### src/rtl/adc_scan_ctrl.sv
// Round-robin ADC scan scheduler with per-channel result registers and a strobed CPU read port.
// Latency: adc_start in cycle T, capture/eoc in T+CONV_CYCLES+1; read data one cycle after cpu_rd.
// No backpressure: unread results are overwritten and flagged in ovr. Optional ADC_SCAN_AVG_EN averages captures.
module adc_scan_ctrl #(
    parameter int NUM_CH      = 4,
    parameter int CH_W        = 2,
    parameter int CONV_CYCLES = 8
) (
    input  logic              clk,
    input  logic              rst,
    input  logic              scan_en,
    input  logic [NUM_CH-1:0] ch_mask,
    output logic              adc_start,
    output logic [CH_W-1:0]   adc_ch,
    input  logic [7:0]        adc_data,
    output logic              eoc,
    output logic              scan_done,
    output logic              busy,
    input  logic              cpu_rd,
    input  logic [CH_W-1:0]   cpu_rd_ch,
    output logic [7:0]        cpu_rd_data,
    output logic              cpu_rd_valid,
    output logic [NUM_CH-1:0] ovr
);

    localparam int CNT_W = (CONV_CYCLES > 1) ? $clog2(CONV_CYCLES) : 1;

    typedef enum logic [2:0] {IDLE, SELECT, START, WAIT, CAPTURE} state_t;

    state_t            state;
    logic [NUM_CH-1:0] pend;
    logic [CH_W-1:0]   ptr;
    logic [CNT_W-1:0]  cnt;
    logic [7:0]        result [NUM_CH];
    logic [NUM_CH-1:0] valid;

    logic [CH_W-1:0]   sel_ch;
    logic              found;
    int                idx;
    logic [CH_W-1:0]   idx_c;
    logic [NUM_CH-1:0] ch_bit;
    logic [NUM_CH-1:0] pend_clr;
    logic [CH_W-1:0]   ptr_nxt;
    logic [7:0]        cap_val;
    logic              capture;
    logic              rd_hit;

    // First pending channel at or after ptr, wrapping past the top channel.
    always_comb begin
        sel_ch = '0;
        found  = 1'b0;
        idx    = 0;
        idx_c  = '0;
        for (int i = 0; i < NUM_CH; i++) begin
            idx = int'(ptr) + i;
            if (idx >= NUM_CH) idx = idx - NUM_CH;
            idx_c = CH_W'(idx);
            if (!found && pend[idx_c]) begin
                sel_ch = idx_c;
                found  = 1'b1;
            end
        end
    end

    always_comb begin
        ch_bit         = '0;
        ch_bit[adc_ch] = 1'b1;
    end

    assign pend_clr = pend & ~ch_bit;
    assign ptr_nxt  = (adc_ch == CH_W'(NUM_CH - 1)) ? '0 : adc_ch + 1'b1;
    assign capture  = (state == CAPTURE);
    assign rd_hit   = cpu_rd && (cpu_rd_ch == adc_ch);

`ifdef ADC_SCAN_AVG_EN
    // A channel with no unread result starts a fresh average from the raw sample.
    assign cap_val = valid[adc_ch] ? 8'((9'(result[adc_ch]) + 9'(adc_data) + 9'd1) >> 1) : adc_data;
`else
    assign cap_val = adc_data;
`endif

    always_ff @(posedge clk or negedge rst) begin
        if (!rst) begin
            state     <= IDLE;
            pend      <= '0;
            ptr       <= '0;
            cnt       <= '0;
            adc_start <= 1'b0;
            adc_ch    <= '0;
            eoc       <= 1'b0;
            scan_done <= 1'b0;
            busy      <= 1'b0;
        end else begin
            adc_start <= 1'b0;
            eoc       <= 1'b0;
            scan_done <= 1'b0;
            case (state)
                IDLE: begin
                    if (scan_en && |ch_mask) begin
                        pend  <= ch_mask;
                        busy  <= 1'b1;
                        state <= SELECT;
                    end
                end
                SELECT: begin
                    adc_ch    <= sel_ch;
                    adc_start <= 1'b1;
                    state     <= START;
                end
                START: begin
                    cnt   <= CNT_W'(CONV_CYCLES - 1);
                    state <= WAIT;
                end
                WAIT: begin
                    if (cnt == '0) begin
                        eoc       <= 1'b1;
                        scan_done <= ~|pend_clr;
                        state     <= CAPTURE;
                    end else begin
                        cnt <= cnt - 1'b1;
                    end
                end
                CAPTURE: begin
                    pend <= pend_clr;
                    ptr  <= ptr_nxt;
                    if (~|pend_clr) begin
                        if (scan_en && |ch_mask) begin
                            pend  <= ch_mask;
                            state <= SELECT;
                        end else begin
                            busy  <= 1'b0;
                            state <= IDLE;
                        end
                    end else if (scan_en) begin
                        state <= SELECT;
                    end else begin
                        pend  <= '0;
                        busy  <= 1'b0;
                        state <= IDLE;
                    end
                end
                default: begin
                    busy  <= 1'b0;
                    state <= IDLE;
                end
            endcase
        end
    end

    // The capture assignments come last so a same-cycle read of that channel leaves valid set.
    always_ff @(posedge clk or negedge rst) begin
        if (!rst) begin
            for (int i = 0; i < NUM_CH; i++) result[i] <= '0;
            valid        <= '0;
            ovr          <= '0;
            cpu_rd_data  <= '0;
            cpu_rd_valid <= 1'b0;
        end else begin
            if (cpu_rd) begin
                cpu_rd_data       <= result[cpu_rd_ch];
                cpu_rd_valid      <= valid[cpu_rd_ch];
                valid[cpu_rd_ch]  <= 1'b0;
            end
            if (capture) begin
                result[adc_ch] <= cap_val;
                valid[adc_ch]  <= 1'b1;
                if (valid[adc_ch] && !rd_hit) ovr[adc_ch] <= 1'b1;
            end
        end
    end

endmodule

### config.mk
export PLATFORM = sky130hd
export DESIGN_NAME = adc_scan_ctrl
export DESIGN_NICKNAME = d
export VERILOG_FILES = /design/src/rtl/adc_scan_ctrl.sv
export SDC_FILE = /design/constraint.sdc
export NUM_CORES = 1
export LEC_CHECK = 0
export BUFFER_PORTS_ARGS = -buffer_cell sky130_fd_sc_hd__buf_2
export CORE_MARGIN = 5
export CORE_UTILIZATION = 50
export CTS_BUF_LIST = sky130_fd_sc_hd__clkbuf_8 sky130_fd_sc_hd__clkbuf_16
export DETAILED_ROUTE_END_ITERATION = 10
export PLACE_DENSITY = 0.7
export SYNTH_ARGS = -nofsm -noshare
export SYNTH_HDL_FRONTEND = slang
export SYNTH_SLANG_ARGS = --single-unit
### constraint.sdc
create_clock -name clk -period 1.9 [get_ports clk]
set_input_delay 0.38 -clock clk [delete_from_list [all_inputs] [get_ports clk]]
set_output_delay 0.38 -clock clk [all_outputs]
set_load 0.005 [all_outputs]
# Yosys cells after proc, flatten, opt, wreduce, memory -nomap -nowiden
# Cells that the tools add are included.
# Widths: inputs -> output; s select.
[word_totals]
output_inout_bits = 19
register_bits = 67
wordCells = 146
input_bits = 18
[op_classes]
n_eq_ne = 11
n_addsub = 9
n_reduce_logical = 26
magnitude_cmp = 15
n_bitwise = 9
n_mux = 59
[ops]
columns = ["op", "count"]
rows = [
  ["$bwmux 32", 1],
  ["$mux 4", 6],
  ["$mux 8", 3],
  ["$mux 1", 22],
  ["$lt 2x3->1 const B", 6],
  ["$mux 2", 9],
  ["$bmux 8 s2", 1],
  ["$demux 8 s2", 1],
  ["$ge 3x3->1 const B", 5],
  ["$pmux 3 s5", 1],
  ["$bmux 1 s2", 6],
  ["$mux 3", 4],
  ["$logic_and 1x1->1", 9],
  ["$and 4x4->4", 2],
  ["$not 4->4", 2],
  ["$or 4x4->4", 2],
  ["$pmux 4 s2", 1],
  ["$reduce_and 2->1", 4],
  ["$reduce_or 4->1", 2],
  ["$sub 2x1->2 const B", 4],
  ["$add 2x2->3 const B", 2],
  ["$eq 3x2->1 const B", 2],
  ["$logic_not 3->1", 2],
  ["$ne 2x2->1 const B", 3],
  ["21 further kinds", 29],
]

# Logic depth before layout (Yosys ltp)
# Gate-level depths: netlist (run 1).
[logic_depth]
word_depth = 14
ltp_mapped = 7
mapped_depth_nobuf = 6

# Worst setup path after synthesis (run 1)
# No wires, ideal clock.
[synth_timing]
kind = "register to register"
start = "register adc_ch[0]"
end = "register busy"
path_buffers = 1
t_arrival_ns = 1.622
setup_ns = 0.127
slack_ns = 0.151
stages_incl_launch_ff = 8
required_ns = 1.773
cell_sequence = "dfrtp_1 > buf_2 > inv_1 > ha_1 > nor2b_1 > or4_4 > a21oi_2 > o22ai_1"
[synth_via]
elab_chain_cells = 9
word_cells_on_any_way = 13
cone_classes = "2 x order compare; 2 x eq/ne; 4 x mux; 2 x bitwise; 3 x reduce/logical"
[synth_rtl]
columns = ["element", "line", "source"]
rows = [
  ["from (decl)", "14", "output logic [CH_W-1:0] adc_ch,"],
  ["from (signal assigned)", "106", "adc_ch <= sel_ch;"],
  ["$lt 2x3->1 (not written as such) or $ge 2x1->1 (tied branches)", "67", "ch_bit[adc_ch] = 1'b1;"],
  ["$logic_and 1x1->1 (not written as such)", "67", ""],
  ["$mux 1 (not written as such)", "67", ""],
  ["$demux 1 s2 (*)", "67", ""],
  ["$not 4->4 (*)", "70", "assign pend_clr = pend & ~ch_bit;"],
  ["$and 4x4->4 (*)", "70", ""],
  ["$reduce_or 4->1 (*)", "126", "if (~|pend_clr) begin"],
  ["$ne 3x2->1 (no source line) (tied with other cells)", "--", ""],
  ["$reduce_and 4->1 (no source line) or $pmux 1 s3 (tied branches)", "--", ""],
  ["to (signal assigned)", "131", "busy <= 1'b0;"],
  ["to (signal assigned)", "138", "busy <= 1'b0;"],
  ["to (signal assigned)", "143", "busy <= 1'b0;"],
  ["to (decl)", "18", "output logic busy,"],
]
# Mark *: on every way between the ends. The rest lies on a longest branch, timed or not.
# A chain may end at the register's enable or synchronous reset.

# Final worst setup path (run 1)
# Ends and elaborated chain as after synthesis.

==> impl_results.md, run 1 <==
* ANT nets after route at 0
* Top area cells in the synthesized netlist: dfrtp_1 (53%), mux2_2 (13%), mux4_2 (3.6%)
* Cell count after placement at 349
* P&R area growth vs syn at 15.1%
* Total GRT Usage at 16.2%
* Routed vias/inst at 5.42
* GRT overflow at 0
* Multi-input gate area at 1360 um^2
* Synth Net Count at 261
* Synth Area in Simple Gates at 9.45%
* Die extent in y at 89.6 um
* Hpwl dp at 4.11 mm
* Post-synthesis compound-gate area fraction at 7.51%
* Clock Tree Buf Depth at 2
* Post-synthesis cell type count at 43
* Top FF cell, synth: dfrtp_1
* Layout Cells excl Fill at 366
* Post-synth top cells: dfrtp_1 (67), mux2_2 (37), nand2_1 (16)
* Initial antenna violation count at 0
* Final Hold Vio Count at 0
* Fin crit period at 1.78 ns
* Wirelength per Cell at 16.2 um
* Residual DRC at 0
* Cells after Synth at 237
* Cell area power density at 1050 nW/um^2
* Data required time of the worst path at 2.10 ns
* WL final at 5.93 mm
* P_leak at 1.96 nW
* Nets@finish at 308
* Sequential cell area at 1680 um^2
* Clock transition at the registers of the reported paths at 0.07 ns
* Synth top area share at 53.0%
* Final setup skew at 0.00723 ns
* Max frequency at 562 MHz
* I/O pin count at 37
* HP Class: in -> reg
* Leading area contributor after synthesis: dfrtp_1
* H-tree depth at 3
* Status: completed
* # Max-Cap Violations at 0
* Pin count of the biggest net entering global routing at 55
* Die Span X at 89.6 um
* Post-synthesis mux area share at 23.4%
* Initial core utilization at 50.7%
* DR vias at 1,983
* Seq cells post-synth at 67
* Worst slew margin at 68.1%
* Number of global-route vias before repair at 1,997
* Number of flops mapped to enable cells by yosys at 0
* Max FO, Critical Path at 6
* 1st-iter DRT viols at 68
* Crit end category: register
* Setup TNS at 0 ns
* Share of layout cells above drive strength 1 at 39.1%
* Clock Sink Count at 67
* TritonCTS clock tree: built
* Post-Synth XOR/XNOR Area at 0.277%
* WP data arrival at 1.98 ns
* Startpoint Class: register
* Placeable Area at 6240 um^2
* Sequential area share after synthesis at 53.0%
* Post-synthesis adder-cell area fraction at 2.37%
* Antenna cells at 0
* Fin crit share at 93.6%
* Worst-Skew Late Latency at 0.34 ns
* Worst-margin pin slew at 0.478 ns
* CTS root buf: clkbuf_8
* # rows at 29
* Fin. max-slew vios at 0
* Maximum VDD drop at 631 uV
* Final Setup Violations at 0
* Mean post-synth cell area at 13.4 um^2
* Fill count at 543
* CP Class: reg -> reg
* Most common cell in the synthesized netlist: dfrtp_1
* CTS Buf Count at 9
* Pre-Repair DR Iteration Count at 4
* Ys async rst share at 100%
* Synth warn at 0
* Largest family of logic cells by synthesized area: multiplexers
* Port buffer count at 36
* Mapped Area at 3160 um^2
* Die area at 8020 um^2
* RSZ-0062 raised after global routing: false
* Post_cts resized at 0
* Routability cong. at 0.813
* First-pass GRT wire length at 9.62 mm
logic make-up after synthesis:
logic type               after synthesis
multiplexers                          54
buffers and inverters                 21
XOR/XNOR                               1
adder cells (fa/ha/maj)                6
AO/OA/AOI/OAI                         32
flip-flops                            67
AND/OR/NAND/NOR                       56
through the flow:
step                instance area (um^2)  util, %  setup slack [ns]  hold WS, ns  power [mW]
finish                              3640     58.4             0.121        0.295        3.82
floorplan                           3160        -             0.151       0.0844        2.41
global route                        3640     58.4            0.0508        0.285        4.06
CTS                                 3640     58.4             0.127        0.275        3.87
detailed placement                  3440     55.1             0.145        0.318        2.72
global placement                    3440     55.1             0.199        0.317        2.68
where the power goes:
part           switching (mW)  total [mW]  internal, mW
sequential              0.187        1.81          1.63
clock                   0.529        1.13         0.602
combinational           0.444       0.872         0.428
total                    1.16        3.82          2.66
state kept, by name (all words and copies together), names as in the netlist:
| name | flops |
|---|---|
| cnt | 3 |
| valid | 4 |
| adc_ch | 2 |
| ovr | 4 |
| ptr | 2 |
| result | 32 |
| scan_done | 1 |
| state | 3 |
| busy | 1 |
| eoc | 1 |
| cpu_rd_data | 8 |
| cpu_rd_valid | 1 |
| pend | 4 |
| adc_start | 1 |
timing repair:
item	CTS	global route
endpoints found under the hold margin	13	0
buffers inserted	0	0
endpoints found under the setup margin	0	0
hold buffers	1	0
routing by layer:
metal / part of all wire, % / global-route usage, % / vias to the layer above / wire length [um]
met5: 0 / 0 / - / 0
li1: - / - / 957 / -
met3: 3.6 / 3.96 / 9 / 215
met2: 45 / 23.5 / 31 / 2690
met4: 1.8 / 7.71 / 0 / 104
met1: 49 / 22.8 / 986 / 2920
area by class of cell:
cell class              instances  share of cell area [%]
flip-flops and latches         67                    46.0
multi-input cells             149                    37.4
repair buffers                 47                    7.63
clock buffers                   9                    3.40
well taps                      77                    2.65
clock inverters                 7                    1.89
inverters                      10                    1.03
worst paths after layout:
check | slack, ns | cells past startpoint | startpoint | end
max in group asynchronous | 0.82 | 3 | rst | state[1]
max | 0.12 | 5 | adc_ch[0] | busy
min reg2reg | 0.46 | 1 | ovr[0] | ovr[0]
min | 0.30 | 2 | ch_mask[3] | pend[3]
min in group asynchronous | 0.50 | 2 | rst | eoc
max reg2reg | 0.12 | 5 | adc_ch[0] | busy
critical path, stage by stage (launching register included):
cell	delay (ns)
dfrtp_1	0.42
ha_1	0.22
and2b_1	0.22
or4_4	0.50
a21oi_2	0.18
o22ai_1	0.10
placed cells by master (no fill, tap or decap), drive strengths merged, types with 3 or more instances in the layout:
| master | count |
|---|---|
| mux4 | 9 |
| ha | 6 |
| nand2b | 3 |
| nand2 | 16 |
| dfrtp | 67 |
| a21oi | 5 |
| o21ai | 6 |
| and3 | 7 |
| nand3 | 8 |
| nor2 | 6 |
| clkinv | 3 |
| mux2 | 43 |
| inv | 12 |
| clkbuf | 9 |
| nor2b | 5 |
| a21o | 7 |
| nor3b | 3 |
| buf | 46 |
(Power assumes the default switching activity.)
==> run 2, diff against run 1 <==
--- a/config.mk
+++ b/config.mk
@@ -6,11 +6,13 @@
 export NUM_CORES = 1
 export LEC_CHECK = 0
 export BUFFER_PORTS_ARGS = -buffer_cell sky130_fd_sc_hd__buf_2
+export CELL_PAD_IN_SITES_DETAIL_PLACEMENT = 1
+export CELL_PAD_IN_SITES_GLOBAL_PLACEMENT = 2
 export CORE_MARGIN = 5
-export CORE_UTILIZATION = 50
+export CORE_UTILIZATION = 40
 export CTS_BUF_LIST = sky130_fd_sc_hd__clkbuf_8 sky130_fd_sc_hd__clkbuf_16
 export DETAILED_ROUTE_END_ITERATION = 10
-export PLACE_DENSITY = 0.7
+export PLACE_DENSITY = 0.79
 export SYNTH_ARGS = -nofsm -noshare
 export SYNTH_HDL_FRONTEND = slang
 export SYNTH_SLANG_ARGS = --single-unit
==> run 2 against run 1 <==
  * Wire length is 9.3% higher
  * Flip-flop and latch count is the same
  * Register-to-register slack barely moved
  * Sequential share of layout area down 1.1 points
  * Combinational power up 2%
  * Worst hold slack got worse by 0.28 ns
  * Design area grew 2.4%
  * Core utilization shrank 10 points
  * Non-clock buffer count is the same
  * Setup slack gained 0.0099 ns
  * Final cell count increased by 6.8%
  * Count of clock-buffer cells in the layout did not move
  * Critical path type unchanged
  * Largest cell class unchanged
  * Highest routed layer unchanged
==> impl_results.md, run 2 (same netlist as run 1, synthesis figures left out) <==
* Cell area power density at 1110 nW/um^2 (+6.3%)
* Max FO, Critical Path at 7 (+1)
* Hpwl dp at 4.48 mm (+8.9%)
* WP data arrival at 1.99 ns (about the same)
* Switching Power at 1.21 mW (+4.2%)
* Met1 Track Usage GR at 19.3% (-3.5 points)
* Flop pwr share at 43.6% (-3.9 points)
* Global-route met3 utilization at 4.88% (+0.92 points)
* Fin crit period at 1.77 ns (-0.00994 ns)
* Dpl cell area at 3480 um^2 (+1.1%)
* CP Class: reg -> reg
* Status: completed
* # rows at 32 (+10%)
* Fin. max-slew vios at 0 (unchanged)
* # Max-Cap Violations at 0 (unchanged)
* Clock transition at the registers of the reported paths at 0.07 ns (about the same)
* Pre-CTS setup slack at 0.131 ns (-0.0149 ns)
* H-tree depth at 3 (unchanged)
* Finished Cell Area at 3730 um^2 (+2.4%)
* Setup TNS at 0 ns (unchanged)
* Switching share of power at 29.1% (-1.3 points)
* Clock Tree Buf Depth at 2 (unchanged)
* Initial antenna violation count at 0 (unchanged)
* GRT overflow at 0 (unchanged)
* Post_cts resized at 0 (unchanged)
* Max reg flops at 32 (unchanged)
* Worst r2r src: adc_ch[0]
* Int Power at 2.94 mW (+11%)
* Final Setup Violations at 0 (unchanged)
* Clock Sink Count at 67 (unchanged)
* Die area at 9790 um^2 (+22%)
* Most frequent cells in the layout: dfrtp_1 (67), mux2_2 (37), buf_2 (36), nand2_1 (16)
* Die extent in y at 98.9 um (+10%)
* WL final at 6.49 mm (+9.3%)
* Initial core utilization at 40.9% (-9.8 points)
* First-pass GRT wire length at 11.2 mm (+17%)
* Max frequency at 565 MHz (+0.56%)
* P&R area growth vs syn at 17.8%
* Routability cong. at 0.721 (-11%)
* Startpoint Class: register
* 1st-iter DRT viols at 57 (-16%)
* Nets@finish at 308 (unchanged)
* TritonCTS clock tree: built
* ANT nets after route at 0 (unchanged)
* DR vias at 2,032 (+2.5%)
* Worst-Skew Late Latency at 0.34 ns (about the same)
* Residual DRC at 0 (unchanged)
* Wirelength per Cell at 16.6 um (+2.3%)
* Most common cell after layout, fill and taps aside: dfrtp_1
* RSZ-0062 raised after global routing: false
* Worst-margin pin slew at 0.429 ns (-0.0495 ns)
* Share of layout cells above drive strength 1 at 40.1% (+1.0 points)
* Routed vias/inst at 5.20 (-4.1%)
* Die Span X at 98.9 um (+10%)
* Register bank with the most flops: result
* Clk network pwr share at 34.9% (+5.2 points)
* Pre-Repair DR Iteration Count at 4 (unchanged)
* Worst slew margin at 71.4% (+3.3 points)
* Data required time of the worst path at 2.12 ns (+0.02 ns)
* Hold buffer count at cts at 0 (-1)
* CTS root buf: clkbuf_8
* Met2 Use GR at 22.7% (-0.86 points)
* Placeable Area at 7730 um^2 (+24%)
* Final setup skew at 0.00685 ns (-0.000384 ns)
* Combinational Power Share at 21.4% (-1.4 points)
* Number of global-route vias before repair at 2,258 (+13%)
* HP Class: in -> async
* Port buffer count at 36 (unchanged)
* CTS Buf Count at 9 (unchanged)
* Pin count of the biggest net entering global routing at 68 (+24%)
* Fin crit share at 93.1% (-0.52 points)
* Fill count at 816 (+50%)
* P_leak at 1.99 nW (+1.1%)
* Antenna cells at 0 (unchanged)
* Post-CTS repair timing setup buffer count at 0 (unchanged)
* Launch point of the worst path: adc_ch[0]
* GRT busiest layer: met2
* Maximum VDD drop at 513 uV (-19%)
* Setup ws final at 0.131 ns (+0.00994 ns)
* Total GRT Usage at 14.6% (-1.6 points)
* I/O pin count at 37 (unchanged)
* Top Registers: result x32, cpu_rd_data x8
* Crit end category: register
* Final Hold Vio Count at 0 (unchanged)
[run 2: final timing paths]
path	end	slack, ns	cells past startpoint
hold reg to reg	ovr[2]	0.45	1
max in group asynchronous	result[6]	1.55	2
hold / removal	pend[1]	0.02	2
setup / recovery	busy	0.13	5
setup reg to reg	busy	0.13	5
min in group clk	pend[2]	0.28	2
[run 2: area by class of cell]
class	instances	area, um^2	share of cell area, %
Timing Repair Buffer	47	275	7.38
Sequential cell	67	1680	45.0
Tap cell	102	128	3.42
Inverter	10	37.5	1.01
Multi-Input combinational cell	149	1360	36.6
Clock buffer	9	124	3.32
Clock inverter	7	124	3.32
[run 2: worst max-delay path, stage by stage (launching register included)]
cell and delay, ns:
dfrtp_1 0.44, ha_1 0.23, and2b_1 0.22, or4_4 0.49
a21oi_2 0.17, o22ai_1 0.10
[run 2: power by group through the flow]
stage | Clock, mW | Combinational (mW) | Sequential, mW
floorplan | 0 | 0.627 | 1.79
global placement | 0 | 0.879 | 1.83
detailed placement | 0 | 0.905 | 1.83
CTS | 1.50 | 0.904 | 1.81
global route | 1.57 | 1.02 | 1.84
finish | 1.45 | 0.890 | 1.81
[run 2: metrics by stage]
stage               power (mW)  cells  hold WS [ns]  utilization [%]
floorplan                 2.41    237        0.0844                -
global placement          2.71    375         0.429             45.0
detailed placement        2.74    375         0.428             45.0
CTS                       4.22    391        0.0461             48.2
global route              4.43    391        0.0456             48.3
finish                    4.15    391        0.0162             48.3
[run 2: routing by layer]
metal / share of wire [%] / vias to the layer above
li1: - / 954
met1: 48 / 1043
met2: 48 / 31
met3: 3.4 / 4
met4: 1.2 / 0
met5: 0 / -
==> run 3, diff against run 2 <==
--- a/config.mk
+++ b/config.mk
@@ -13,6 +13,7 @@
 export CTS_BUF_LIST = sky130_fd_sc_hd__clkbuf_8 sky130_fd_sc_hd__clkbuf_16
 export DETAILED_ROUTE_END_ITERATION = 10
 export PLACE_DENSITY = 0.79
+export RECOVER_POWER = 100
 export SYNTH_ARGS = -nofsm -noshare
 export SYNTH_HDL_FRONTEND = slang
 export SYNTH_SLANG_ARGS = --single-unit
==> run 3 against run 2 <==
  * Count of clock-buffer cells in the layout stayed put
  * Flip-flop and latch count stayed put
  * Design area shrank 1.6%
  * Wire length shrank 0.63%
  * Register-to-register slack hardly changed
  * Die area unchanged
  * Final cell count stayed put
  * Critical path depth did not move
  * Global-route usage unchanged
  * Non-clock buffer count unchanged
  * Fmax barely moved
==> impl_results.md, run 3 (same netlist as run 1, synthesis figures left out) <==
* Final Setup Violations at 0 (unchanged)
* DR vias at 2,031 (-0.049%)
* Die Span X at 98.9 um (unchanged)
* Die extent in y at 98.9 um (unchanged)
* Data required time of the worst path at 2.13 ns (about the same)
* GRT overflow at 0 (unchanged)
* Worst slew margin at 1.04% (-70 points)
* Post-CTS repair timing setup buffer count at 0 (unchanged)
* Crit end category: register
* Pre-Repair DR Iteration Count at 4 (unchanged)
* Initial antenna violation count at 0 (unchanged)
* Sequential cell area at 1680 um^2 (unchanged)
* Clock transition at the registers of the reported paths at 0.08 ns (about the same)
* Max reg flops at 32 (unchanged)
* Cell area power density at 1120 nW/um^2 (+0.88%)
* Most frequent cells in the layout: dfrtp_1 (67), mux2_2 (37), buf_2 (26), nand2_1 (16), clkbuf_1 (12)
* Antenna cells at 0 (unchanged)
* Switching Power at 1.20 mW (-0.29%)
* Pin count of the biggest net entering global routing at 68 (unchanged)
* Final setup skew at 0.00676 ns (-0.0000919 ns)
* CTS root buf: clkbuf_8
* Pre-CTS setup slack at 0.131 ns (unchanged)
* Number of global-route vias before repair at 2,258 (unchanged)
* WP data arrival at 2.00 ns (about the same)
* Setup TNS at 0 ns (unchanged)
* RSZ-0062 raised after global routing: false
* # Max-Cap Violations at 0 (unchanged)
* Worst-Skew Late Latency at 0.34 ns (about the same)
* Residual DRC at 0 (unchanged)
* 1st-iter DRT viols at 48 (-16%)
* Max FO, Critical Path at 7 (unchanged)
* Clock Tree Buf Depth at 2 (unchanged)
* Top Registers: result x32, cpu_rd_data x8
* Hpwl dp at 4.48 mm (unchanged)
* CP Class: reg -> reg
* Hold buffer count at cts at 0 (unchanged)
* Routability cong. at 0.721 (unchanged)
* Int Power at 2.92 mW (-0.93%)
* H-tree depth at 3 (unchanged)
* I/O pin count at 37 (unchanged)
* TritonCTS clock tree: built
* # rows at 32 (unchanged)
* Port buffer count at 36 (unchanged)
* Register bank with the most flops: result
* CTS Buf Count at 9 (unchanged)
* Fin crit share at 93.2% (about the same)
* WL final at 6.44 mm (-0.63%)
* Combinational Power Share at 20.8% (-0.6 points)
* Total GRT Usage at 14.6% (unchanged)
* Fill count at 827 (+1.3%)
* Fin crit period at 1.77 ns (+0.00149 ns)
* Most common cell after layout, fill and taps aside: dfrtp_1
* Setup ws final at 0.130 ns (-0.00149 ns)
* Initial core utilization at 40.9% (unchanged)
* Placeable Area at 7730 um^2 (unchanged)
* Dpl cell area at 3480 um^2 (unchanged)
* Routed vias/inst at 5.19 (about the same)
* Status: completed
* Wirelength per Cell at 16.5 um (-0.63%)
* Clock Sink Count at 67 (unchanged)
* Nets@finish at 308 (unchanged)
* Share of layout cells above drive strength 1 at 34.3% (-5.9 points)
* Final Hold Vio Count at 0 (unchanged)
* HP Class: in -> reg
* Multi-input gate area at 1340 um^2 (-1.5%)
* Worst-margin pin slew at 1.48 ns (+1.06 ns)
* Max frequency at 565 MHz (about the same)
* Switching share of power at 29.2% (+0.13 points)
* Die area at 9790 um^2 (unchanged)
* First-pass GRT wire length at 11.2 mm (unchanged)
* Finished Cell Area at 3670 um^2 (-1.6%)
* Clk network pwr share at 35.2% (+0.3 points)
* Maximum VDD drop at 499 uV (-2.6%)
* Fin. max-slew vios at 0 (unchanged)
* Startpoint Class: register
* Flop pwr share at 43.9% (+0.3 points)
* P&R area growth vs syn at 15.9%
* ANT nets after route at 0 (unchanged)
* Post_cts resized at 0 (unchanged)
* P_leak at 1.92 nW (-3.3%)
==> run 3: metal layers <==
| metal | vias to the layer above | part of all wire, % | global-route usage, % |
|---|---|---|---|
| met1 | 1034 | 47 | 19.3 |
| li1 | 959 | - | - |
| met4 | 0 | 1.3 | 4.41 |
| met3 | 5 | 3.6 | 4.88 |
| met2 | 33 | 48 | 22.7 |
| met5 | - | 0 | 0 |
==> run 3: stage by stage <==
stage / power (mW) / instances / utilization [%] / hold slack (ns)
after floorplan: 2.41 / 237 / - / 0.0844
after global placement: 2.71 / 375 / 45.0 / 0.429
after detailed placement: 2.74 / 375 / 45.0 / 0.428
after CTS: 4.22 / 391 / 48.2 / 0.0461
after global routing: 4.40 / 391 / 47.5 / 0.276
final: 4.12 / 391 / 47.5 / 0.283
==> run 3: cell type report <==
class / instances / area share, %
Clock inverter: 7 / 3.38
Multi-Input combinational cell: 149 / 36.6
Timing Repair Buffer: 47 / 6.41
Tap cell: 102 / 3.48
Clock buffer: 9 / 3.38
Inverter: 10 / 1.02
Sequential cell: 67 / 45.7
==> run 3: power by group through the flow <==
stage	Clock (mW)	Combinational, mW	Sequential (mW)
after global routing	1.57	0.988	1.84
after global placement	0	0.879	1.83
after floorplan	0	0.627	1.79
after detailed placement	0	0.905	1.83
after CTS	1.50	0.904	1.81
final	1.45	0.859	1.81
==> run 3: final timing paths <==
check / startpoint / endpoint / slack (ns) / cells after the start
hold / removal: ch_mask[2] / pend[2] / 0.28 / 2
min in group asynchronous: rst / pend[1] / 0.45 / 2
setup / recovery: adc_ch[0] / busy / 0.13 / 5
max in group asynchronous: rst / result[6] / 0.51 / 2
setup reg to reg: adc_ch[0] / busy / 0.13 / 5
hold reg to reg: ovr[0] / ovr[0] / 0.46 / 1
==> run 3: worst max-delay path, stage by stage (launching register included) <==
cell and delay (ns):
dfrtp_1 0.45, ha_1 0.23, and2b_1 0.22, or4_4 0.49
a21oi_2 0.17, o22ai_1 0.10
